File: src/rtl/vga_sync_counter.sv
// VGA timing generator: pixel-rate divider, x/y position counters,
// registered sync outputs and line/frame start pulses.
module vga_sync_counter #(
  parameter int CLK_DIV  = 2,
  parameter int H_ACTIVE = 640,
  parameter int H_FP     = 16,
  parameter int H_SYNC   = 96,
  parameter int H_BP     = 48,
  parameter int V_ACTIVE = 480,
  parameter int V_FP     = 10,
  parameter int V_SYNC   = 2,
  parameter int V_BP     = 33,
  parameter int SYNC_POL = 0
) (
  input  logic       clk,
  input  logic       reset,
  output logic       pixel_tick,
  output logic [9:0] xcounter,
  output logic [9:0] ycounter,
  output logic       hsync,
  output logic       vsync,
  output logic       line_start,
  output logic       frame_start,
  output logic [9:0] max_x,
  output logic [9:0] max_y
);

  localparam int H_TOTAL = H_ACTIVE + H_FP + H_SYNC + H_BP;
  localparam int V_TOTAL = V_ACTIVE + V_FP + V_SYNC + V_BP;

  if (H_TOTAL > 1024 || V_TOTAL > 1024) begin : g_bad_total
    $error("vga_sync_counter: H_TOTAL/V_TOTAL exceed 1024");
  end
  if (CLK_DIV < 1 || CLK_DIV > 16) begin : g_bad_div
    $error("vga_sync_counter: CLK_DIV out of range 1..16");
  end

  localparam logic [3:0] DIV_LAST = 4'(CLK_DIV - 1);
  localparam logic [9:0] H_LAST   = 10'(H_TOTAL - 1);
  localparam logic [9:0] V_LAST   = 10'(V_TOTAL - 1);
  localparam logic [9:0] HS_START = 10'(H_ACTIVE + H_FP);
  localparam logic [9:0] HS_END   = 10'(H_ACTIVE + H_FP + H_SYNC - 1);
  localparam logic [9:0] VS_START = 10'(V_ACTIVE + V_FP);
  localparam logic [9:0] VS_END   = 10'(V_ACTIVE + V_FP + V_SYNC - 1);
  localparam logic       POL      = (SYNC_POL != 0);

  logic [3:0] div_q, div_d;
  logic       tick_q, tick_d;
  logic [9:0] x_q, x_d;
  logic [9:0] y_q, y_d;
  logic       hs_q, hs_d;
  logic       vs_q, vs_d;
  logic       ls_q, ls_d;
  logic       fs_q, fs_d;
  logic       h_win, v_win;

  always_comb begin
    div_d  = (div_q == DIV_LAST) ? 4'd0 : div_q + 4'd1;
    tick_d = (div_q == DIV_LAST);
    x_d    = x_q;
    y_d    = y_q;
    hs_d   = hs_q;
    vs_d   = vs_q;
    ls_d   = 1'b0;
    fs_d   = 1'b0;
    h_win  = 1'b0;
    v_win  = 1'b0;
    if (tick_q) begin
      if (x_q == H_LAST) begin
        x_d  = 10'd0;
        ls_d = 1'b1;
        if (y_q == V_LAST) begin
          y_d  = 10'd0;
          fs_d = 1'b1;
        end else begin
          y_d = y_q + 10'd1;
        end
      end else begin
        x_d = x_q + 10'd1;
      end
      // decode from next-state so sync lines up with the counters
      h_win = (x_d >= HS_START) && (x_d <= HS_END);
      v_win = (y_d >= VS_START) && (y_d <= VS_END);
      hs_d  = POL ? h_win : ~h_win;
      vs_d  = POL ? v_win : ~v_win;
    end
  end

  always_ff @(posedge clk or posedge reset) begin
    if (reset) begin
      div_q  <= 4'd0;
      tick_q <= 1'b0;
      x_q    <= 10'd0;
      y_q    <= 10'd0;
      hs_q   <= ~POL;
      vs_q   <= ~POL;
      ls_q   <= 1'b0;
      fs_q   <= 1'b0;
    end else begin
      div_q  <= div_d;
      tick_q <= tick_d;
      x_q    <= x_d;
      y_q    <= y_d;
      hs_q   <= hs_d;
      vs_q   <= vs_d;
      ls_q   <= ls_d;
      fs_q   <= fs_d;
    end
  end

  assign pixel_tick  = tick_q;
  assign xcounter    = x_q;
  assign ycounter    = y_q;
  assign hsync       = hs_q;
  assign vsync       = vs_q;
  assign line_start  = ls_q;
  assign frame_start = fs_q;
  assign max_x       = 10'(H_ACTIVE);
  assign max_y       = 10'(V_ACTIVE);

endmodule

File: config.mk
export PLATFORM = sky130hd
export DESIGN_NAME = vga_sync_counter
export DESIGN_NICKNAME = d
export VERILOG_FILES = /design/src/rtl/vga_sync_counter.sv
export SDC_FILE = /design/constraint.sdc
export NUM_CORES = 1
export LEC_CHECK = 0
export ABC_CLOCK_PERIOD_IN_PS = 2000
export CAP_MARGIN = 20
export CORE_UTILIZATION = 51
export CTS_BUF_LIST = sky130_fd_sc_hd__clkbuf_8
export DETAILED_ROUTE_END_ITERATION = 8
export GPL_ROUTABILITY_DRIVEN = 0
export PLACE_DENSITY_LB_ADDON = 0.25
export REMOVE_ABC_BUFFERS = 1
export SYNTH_ARGS = -nofsm -noshare
export SYNTH_HDL_FRONTEND = slang
export SYNTH_SLANG_ARGS = --single-unit
File: constraint.sdc
create_clock -name clk -period 2 [get_ports clk]
set_input_delay 0.3 -clock clk [delete_from_list [all_inputs] [get_ports clk]]
set_output_delay 0.3 -clock clk [all_outputs]
set_load 0.1 [all_outputs]
==> out/metrics.csv, run 1 <==
stage;metric;value;unit
outcome;status;complete, no violations;
critical_path;cp-start-kind;register;
critical_path;rrSetupSlack;0.12;ns
cts;clk_root_buffer_cell;clkbuf_8;
floorplanning;dieArea;3980;µm²
cts;clkSlewWorstSetupHoldPaths;0.06;ns
yosys;yosys.area.top_type;dfrtp_1;
floorplanning;num_rows;21;
timing;finalSetupTns;0;ns
pwr;p_total;0.00124;W
yosys;synthDistinctLibCells;48;
yosys;syn_avg_cell_area;9.06;µm²
yosys;synth-seq-cells;29;
floorplanning;die_w;63.1;µm
pwr;clock_power_share;38.4;%
yosys;synth_top_area_share;35.5;%
routing;drt_iter0_drc;111;
critical_path;crit_arrival;2.08;ns
pwr;p_sw;0.000383;W
pwr;ir_drop;449;µV
floorplanning;boundaryPins;47;
finish;final_area;2320;µm²
grt;grt_max_degree;30;
yosys;synth-async-reset-ratio;100;%
critical_path;cpPeakStageDelay;0.40;ns
pwr;combPwrFrac;14.3;%
finish;diodes;0;
timing;max_freq;531;MHz
floorplanning;coreArea;3440;µm²
grt;grt_first_pass_wirelength;7030;µm
run;drv_cap;0;
cts;cts_made_buffers;5;
critical_path;r2r_end;vsync;
finish;finalNetCount;257;
finish;layoutNonFillerInstCount;297;
timing;rsz0062_at_grt;true;
pwr;switching_share;30.9;%
grt;grt_pass1_vias;1495;
timing;finalCritPeriodShare;94.2;%
placement;dp_hpwl;2850;µm
critical_path;worstPathRequired;2.20;ns
routing;drc_errors;0;
routing;wl_per_cell;13.1;µm
critical_path;crit_path_top_delay_cell;dfrtp_1;
cts;clock_latency;0.28;ns
worst_hold_path;hold_path.class;input port to async pin;
routing;viasPerCell;5.32;
critical_path;critPathMaxFanout;6;
finish;fin_util;67.5;%
cts;clk_path_buf_depth;2;
cts;cts_tree;done;
pwr;power.density;534;nW/µm²
timing;hold_violations;0;
timing;fin_skew;0.00752;ns
placement;dp_cells;290;
yosys;ys_seq_area_share;38.3;%
grt;gr-total-overflow;0;
yosys;ys_top_cells_by_area;dfrtp_1, buf_4, o21ai_0, nand2_1, xnor2_1;
yosys;synth_edf_count;0;
cts;h-tree-depth;2;
timing;fin_crit;1.88;ns
routing;vias;1579;
placement;io_buffers;26;
timing;setup_violations;0;
floorplanning;die_h;63.1;µm
critical_path;reg2regPathDepth;6;
yosys;synth_flop_cell;dfrtp_1;
yosys;syn-cell-area;1900;µm²
routing;drt-total-wl;3890;µm
floorplanning;start_util;55.3;%
grt;antenna_found_initial;0;
yosys;yosys_warnings;0;
finish;drive_above_1_share;29.1;%
critical_path;reg2reg_from;xcounter[5];
yosys;syn_inst;210;
placement;placed_area;2230;µm²
critical_path;end_kind;register;
routing;ant_nets;0;
timing;drv_slew;0;
pwr;intPower;0.000857;W
finish;area_growth;22.2;%
grt;grt_usage;22.1;%
pwr;power_leakage;1.05;nW
routing;drt-pass1-iter-count;4;
pwr;power.sequential.fraction;47.3;%
critical_path;path_cells;nor4b_4 -> nand3_4 -> nor3_4 -> xor2_1 -> a2111oi_1 -> a31oi_1;
critical_path;criticalPathCategory;register to register;
cts;clock_sinks;29;
sequential cells by signal, summed over array words and instances (netlist names):
register     count
ycounter        10
pixel_tick       1
vsync            1
hsync            1
line_start       1
div_q            4
xcounter        10
frame_start      1
repair_timing:
action | in CTS | in global routing
hold buffers | 0 | 0
gates resized for setup | 0 | 5
setup endpoints to repair | 0 | 6
setup buffers | 0 | 0
synthesized netlist by cell type, types with 5 or more instances:
library cell	number
inv_1	6
nor2_1	8
a21oi_1	6
o21ai_0	24
buf_4	23
buf_6	5
xnor2_1	7
and3_1	6
nand3_1	12
dfrtp_1	27
nand2_1	25
per-layer routing:
layer | vias to the layer above | wire, µm | GRT usage, % | part of all wire (%)
met5 | - | 0 | 0 | 0
met4 | 0 | 13 | 3.78 | 0.33
met3 | 2 | 228 | 7.07 | 5.9
met2 | 55 | 1880 | 35.5 | 48
met1 | 752 | 1770 | 29.2 | 45
li1 | 770 | - | - | -
worst max path at each step:
stage | from | cells after the start | end | slack (ns)
3_5_place_dp | ycounter[1] | 6 | vsync | 0.06
2_1_floorplan | xcounter[1] | 8 | ycounter[8] | -0.75
4_1_cts | ycounter[1] | 6 | vsync | 0.04
3_3_place_gp | ycounter[1] | 6 | vsync | 0.03
5_1_grt | xcounter[5] | 7 | ycounter[8] | -0.03
6_report | xcounter[5] | 6 | vsync | 0.12
metrics by stage:
stage	worst slack (ns)	hold slack, ns
global placement	0.0274	0.456
finish	0.116	0.389
detailed placement	0.0556	0.463
global route	-0.0322	0.436
CTS	0.0440	0.408
floorplan	-0.749	0.377
logic make-up after synthesis:
kind of cell,count (synthesis),share of synthesized area [%]
other cells,2,0.395
buf+inv,41,14.7
flops,29,38.3
simple gates,74,22.8
compound gates,47,15.1
xor+xnor,11,5.07
fa+ha+maj,4,2.63
mux,2,1.05
critical path: cells and delay by family (launching register included):
kind            cells  cell delay (ns)
compound gates      2             0.50
xor+xnor            1             0.09
flops               1             0.40
simple gates        3             0.82
layout by cell type (no fill, tap or decap), types with 2 or more instances in the layout:
| master | n |
|---|---|
| xnor2_1 | 7 |
| nand2_1 | 25 |
| o211ai_1 | 2 |
| nor2_1 | 8 |
| dfstp_2 | 2 |
| nand3_1 | 12 |
| buf_4 | 43 |
| nor4_1 | 2 |
| buf_12 | 6 |
| a2111oi_1 | 2 |
| inv_1 | 7 |
| dfrtp_2 | 2 |
| ha_1 | 4 |
| clkbuf_8 | 6 |
| xor2_1 | 4 |
| o21ai_0 | 24 |
| o31ai_1 | 4 |
| a21oi_1 | 6 |
| a31oi_1 | 3 |
| dfrtp_1 | 25 |
| nand4_1 | 4 |
| a21o_1 | 2 |
| and3_1 | 5 |
| mux2i_1 | 2 |
| conb_1 | 20 |
power groups by stage:
stage | clock (W) | combinational [W] | sequential [W]
6_report | 0.000476 | 0.000177 | 0.000587
5_1_grt | 0.000519 | 0.000182 | 0.000587
4_1_cts | 0.000484 | 0.000177 | 0.000587
3_5_place_dp | 0 | 0.000177 | 0.000597
3_3_place_gp | 0 | 0.000177 | 0.000597
2_1_floorplan | 0 | 0.000171 | 0.000597
area by class of cell:
| type | count | area [µm²] |
|---|---|---|
| fillers | 296 | 1120 |
| inverters | 7 | 26.3 |
| repair buffers | 50 | 453 |
| multi-input cells | 158 | 970 |
| flip-flops and latches | 29 | 731 |
| well taps | 46 | 57.6 |
| clock inverters | 1 | 3.75 |
| clock buffers | 6 | 82.6 |
Power figures use the tool's default switching activity.
==> run 2: changes to the inputs <==
==> constraint.sdc (replaced) <==
create_clock -name clk -period 2 [get_ports clk]
set_input_delay 0.3 -clock clk [delete_from_list [all_inputs] [get_ports clk]]
set_output_delay 0.3 -clock clk [all_outputs]
set_load 0.005 [all_outputs]
==> run 2 against run 1 <==
Net effect: flip-flop and latch count stayed put; worst hold slack worse by 0.0050 ns; final cell count stayed put; highest routed layer unchanged; non-clock buffer count is 1 lower; critical endpoint unchanged; clock skew is 0.00054 ns lower; core utilization is 0.40 points higher; power is 13% lower.
==> out/metrics.csv, run 2 (synthesized netlist as in run 1, its figures left out) <==
stage;metric;value;unit;change
routing;drt_iter0_drc;117;;+5.4%
grt;grt_first_pass_wirelength;6770;µm;-3.7%
pwr;power_leakage;0.997;nW;-5.3%
run;drv_cap;0;;unchanged
cts;clock_latency;0.28;ns;about the same
pwr;ir_drop;396;µV;-12%
timing;max_freq;526;MHz;-0.90%
floorplanning;dieArea;3980;µm²;unchanged
routing;viasPerCell;5.39;;+1.5%
cts;cts_tree;done;;
timing;finalSetupTns;0;ns;unchanged
timing;hold_violations;0;;unchanged
timing;fin_crit;1.90;ns;+0.0172 ns
finish;layout_common_cells;dfrtp_1, clkdlybuf4s50_1, nand2_1;;
finish;diodes;0;;unchanged
placement;placed_area;2210;µm²;-0.90%
timing;drv_slew;0;;unchanged
outcome;status;complete, no violations;;
finish;layoutNonFillerInstCount;297;;unchanged
timing;finalCritPeriodShare;95.1;%;+0.86 points
critical_path;path_cells;nor4b_4 -> and3_4 -> buf_6 -> nand3_1 -> a32oi_2 -> nor4b_2 -> a31oi_1;;
finish;area_growth;22.9;%;
critical_path;crit_family;simple AND/OR/NAND/NOR gates;;
critical_path;cpPeakStageDelay;0.42;ns;+0.02 ns
placement;pre_cts_ws;0.102;ns;+0.0464 ns
timing;fin_skew;0.00698;ns;-0.000543 ns
critical_path;critPathMaxFanout;8;;+2
cts;post-cts-setup-buffer-count;0;;unchanged
timing;setup_violations;0;;unchanged
routing;ant_nets;0;;unchanged
critical_path;end_kind;register;;
critical_path;criticalPathCategory;register to register;;
routing;drt-pass1-iter-count;4;;unchanged
grt;grt_usage;21.2;%;-0.87 points
finish;drive_above_1_share;19.9;%;-9.2 points
floorplanning;boundaryPins;47;;unchanged
timing;tightestPinTransition;0.483;ns;
floorplanning;die_w;63.1;µm;unchanged
placement;dp_cells;289;;-0.34%
critical_path;crit_path_top_delay_cell;nor4b_4;;
pwr;power.density;464;nW/µm²;-13%
critical_path;critPathBufInv;1;;+1
critical_path;crit_arrival;2.11;ns;+0.03 ns
routing;vias;1602;;+1.5%
placement;dp_hpwl;2770;µm;-3.0%
grt;gr-total-overflow;0;;unchanged
cts;clk_path_buf_depth;2;;unchanged
critical_path;cp-start-kind;register;;
grt;grt_max_degree;30;;unchanged
finish;final_area;2340;µm²;+0.59%
grt;grt_pass1_vias;1470;;-1.7%
floorplanning;die_h;63.1;µm;unchanged
floorplanning;coreArea;3440;µm²;unchanged
timing;rsz0062_at_grt;false;;
finish;finalNetCount;256;;-0.39%
floorplanning;num_rows;21;;unchanged
cts;clock_sinks;29;;unchanged
routing;drc_errors;0;;unchanged
finish;final_common_cell;dfrtp_1;;
cts;h-tree-depth;2;;unchanged
placement;io_buffers;26;;unchanged
timing;worst_slack;0.0985;ns;-0.0172 ns
timing;maxSlewHeadroom;67.0;%;
routing;wl_per_cell;13.2;µm;+0.95%
cts;cts_made_buffers;5;;unchanged
cts;clk_root_buffer_cell;clkbuf_8;;
cts;clkSlewWorstSetupHoldPaths;0.07;ns;about the same
routing;drt-total-wl;3930;µm;+0.95%
worst_hold_path;hold_path.class;input port to async pin;;
grt;antenna_found_initial;0;;unchanged
critical_path;worstPathRequired;2.21;ns;about the same
floorplanning;start_util;55.3;%;unchanged
==> run 2: final cells by class <==
cell class | count | area [µm²]
multi-input combinational | 158 | 1000
inverter | 7 | 26.3
clock buffer | 5 | 68.8
fill | 277 | 1100
tap | 46 | 57.6
timing repair buffer | 49 | 437
sequential | 29 | 728
clock inverter | 3 | 17.5
==> run 2: where the power goes <==
part	total (W)	switching [W]	leakage [nW]	internal, W
Sequential	0.000587	0	0.384	0.000587
Clock	0.000474	0.000235	0.0439	0.000240
Combinational	0.0000234	0.0000203	0.569	0.00000312
==> run 2: final timing paths <==
path | slack (ns) | from | cells after the start | endpoint
max in group asynchronous | 1.30 | reset | 3 | hsync
setup / recovery | 0.1 | xcounter[6] | 7 | vsync
hold reg to reg | 0.48 | div_q[3] | 1 | pixel_tick
hold / removal | 0.38 | reset | 3 | div_q[1]
min in group clk | 0.48 | div_q[3] | 1 | pixel_tick
setup reg to reg | 0.1 | xcounter[6] | 7 | vsync
==> run 2: repair_timing <==
item | in CTS | in global routing
hold buffers | 0 | 0
endpoints found under the hold margin | 0 | 0
gates resized for setup | 0 | 8
endpoints found under the setup margin | 0 | 1
==> run 2: layer usage <==
layer / wire length [µm] / global-route usage (%) / part of all wire (%)
met1: 1900 / 28.2 / 48
met2: 1780 / 34.9 / 45
met3: 186 / 4.35 / 4.7
met4: 59 / 5.23 / 1.5
met5: 0 / 0 / 0
==> run 2: worst min-delay path, delay by kind of cell <==
family,cells,cell delay [ns]
buffers and inverters,3,0.77
==> run 2: per-stage QoR <==
step	utilization, %	power [W]	hold slack [ns]
final	67.9	0.00108	0.384
after global routing	67.9	0.00113	0.422
after CTS	66.6	0.00110	0.392
after detailed placement	64.1	0.000621	0.461
after global placement	64.1	0.000621	0.457
after floorplan	-	0.000614	0.377
==> run 3: changes to the inputs <==
- ABC_AREA: default -> 1
- CORE_MARGIN: default -> 2
==> run 3 against run 2 <==
Net effect: register-to-register slack improved by 0.18 ns; clock power rose by 31%; combinational power about the same; first-iteration DRC count shrank 25%; die area increased by 6.7%; via count rose by 0.56%; sequential power barely moved; critical path depth increased by 5; critical path type unchanged; highest routed layer unchanged.
==> out/metrics.csv, run 3 <==
stage;metric;value;unit;change
cts;h-tree-depth;2;;unchanged
critical_path;end_kind;register;;
yosys;synth_top_area_share;35.4;%;-0.093 points
yosys;synth-async-reset-ratio;100;%;unchanged
routing;drc_errors;0;;unchanged
routing;drt_iter0_drc;88;;-25%
placement;dp_cells;330;;+14%
pwr;power_leakage;1.06;nW;+6.2%
yosys;ys_top_cells_by_area;dfrtp_1, nand2_1, buf_4, inv_1, nor2_1;;
finish;diodes;0;;unchanged
finish;layoutNonFillerInstCount;338;;+14%
timing;drv_slew;0;;unchanged
floorplanning;die_w;65.1;µm;+3.3%
timing;hold_violations;0;;unchanged
routing;wl_per_cell;11.3;µm;-14%
timing;fin_crit;1.72;ns;-0.182 ns
timing;setup_violations;0;;unchanged
grt;grt_first_pass_wirelength;6670;µm;-1.4%
cts;clock_sinks;29;;unchanged
critical_path;worstPathRequired;2.22;ns;about the same
yosys;syn_avg_cell_area;7.33;µm²;-19%
outcome;status;complete, no violations;;
yosys;syn_inst;260;;+24%
finish;fin_util;62.0;%;-5.9 points
routing;viasPerCell;4.77;;-12%
routing;vias;1611;;+0.56%
worst_hold_path;hold_path.class;input port to async pin;;
routing;drt-pass1-iter-count;4;;unchanged
run;drv_cap;0;;unchanged
pwr;power.density;546;nW/µm²;+18%
grt;grt_usage;20.5;%;-0.74 points
cts;ctsHoldBuffers;0;;unchanged
finish;finalNetCount;295;;+15%
grt;antenna_found_initial;0;;unchanged
yosys;synth_edf_count;0;;unchanged
finish;drive_above_1_share;10.3;%;-9.6 points
timing;finalSetupTns;0;ns;unchanged
timing;rsz0062_at_grt;false;;
grt;gr-total-overflow;0;;unchanged
critical_path;cp-start-kind;register;;
yosys;yosysMostFrequentCell;nand2_1;;
cts;cts_made_buffers;5;;unchanged
cts;clock_latency;0.28;ns;about the same
yosys;synth_flop_cell;dfrtp_1;;
cts;clk_path_buf_depth;2;;unchanged
cts;cts_resized;0;;unchanged
critical_path;criticalPathCategory;register to register;;
pwr;ir_drop;496;µV;+25%
cts;clkSlewWorstSetupHoldPaths;0.06;ns;about the same
floorplanning;num_rows;22;;+4.8%
critical_path;crit_arrival;1.93;ns;-0.18 ns
floorplanning;coreArea;3630;µm²;+5.6%
yosys;syn-cell-area;1910;µm²;+0.26%
routing;drt-total-wl;3830;µm;-2.3%
yosys;yosys_warnings;0;;unchanged
floorplanning;start_util;52.5;%;-2.8 points
critical_path;critPathMaxFanout;5;;-3
yosys;yosys.area.top_type;dfrtp_1;;
timing;max_freq;582;MHz;+11%
finish;layout_common_cells;nand2_1, inv_1, nor2_1;;
cts;clk_root_buffer_cell;clkbuf_8;;
timing;fin_skew;0.00376;ns;-0.00322 ns
placement;dp_hpwl;2880;µm;+4.2%
routing;ant_nets;0;;unchanged
critical_path;rrSetupSlack;0.28;ns;+0.18 ns
grt;grt_pass1_vias;1516;;+3.1%
yosys;synth-seq-cells;29;;unchanged
placement;io_buffers;26;;unchanged
grt;grt_max_degree;30;;unchanged
floorplanning;boundaryPins;47;;unchanged
floorplanning;dieArea;4240;µm²;+6.7%
timing;finalCritPeriodShare;86.0;%;-9.1 points
yosys;ys_seq_area_share;38.2;%;-0.10 points
finish;area_growth;18.2;%;
finish;final_common_cell;nand2_1;;
yosys;synth_common_cells;nand2_1, inv_1, nor2_1;;
cts;cts_tree;done;;
cts;post-cts-setup-buffer-count;0;;unchanged
yosys;synthDistinctLibCells;33;;-31%
floorplanning;die_h;65.1;µm;+3.3%
-- run 3: cell type report --
cell class              count  area, µm²
fillers                   342       1380
multi-input cells         193        946
flip-flops and latches     29        728
repair buffers             30        290
inverters                  30        113
clock buffers               6       82.6
well taps                  48       60.1
clock inverters             2       33.8
-- run 3: stage by stage --
stage / instance area, µm² / hold slack (ns) / setup WS [ns] / power (W)
after floorplan: 1780 / 0.377 / 0.367 / 0.000614
after global placement: 2130 / 0.448 / 0.272 / 0.000621
after detailed placement: 2130 / 0.452 / 0.197 / 0.000621
after CTS: 2250 / 0.396 / 0.188 / 0.00124
after global routing: 2250 / 0.418 / 0.0365 / 0.00129
final: 2250 / 0.384 / 0.281 / 0.00123
-- run 3: where the power goes --
part | internal [W] | switching, W | total, W
combinational | 0.00000313 | 0.0000202 | 0.0000233
sequential | 0.000587 | 0 | 0.000587
clock | 0.000400 | 0.000220 | 0.000620
total | 0.000990 | 0.000240 | 0.00123
-- run 3: worst paths after layout --
path,start,to,cells past startpoint
max in group asynchronous,reset,hsync,3
hold / removal,reset,pixel_tick,3
setup reg to reg,ycounter[1],vsync,12
hold reg to reg,div_q[3],div_q[3],1
setup / recovery,ycounter[1],vsync,12
min in group clk,div_q[3],div_q[3],1
-- run 3: kinds of logic after synthesis --
family                   synth area share, %
buffers and inverters                   16.0
other                                  0.394
adder cells (fa/ha/maj)                 2.62
XOR/XNOR                                1.84
flip-flops                              38.2
AO/OA/AOI/OAI                           6.50
AND/OR/NAND/NOR                         34.4
-- run 3: worst max-delay path: stages (launching register included) --
cell and delay [ns]:
dfrtp_1 0.41, ha_1 0.27, inv_1 0.07, nor2_2 0.15, nand2_1 0.09, nor2_1 0.14, nand2_1 0.07, nand2_1 0.09
nand3_1 0.08, nor2_1 0.09, nand2_1 0.05, nor2_1 0.09, nor2_1 0.05
-- run 3: per-layer routing --
metal / global-route usage, % / vias up / wire length (µm)
met5: 0 / - / 0
met4: 5.99 / 0 / 48
met3: 4.79 / 5 / 126
met2: 34.9 / 24 / 1900
met1: 26.0 / 744 / 1760
li1: - / 838 / -
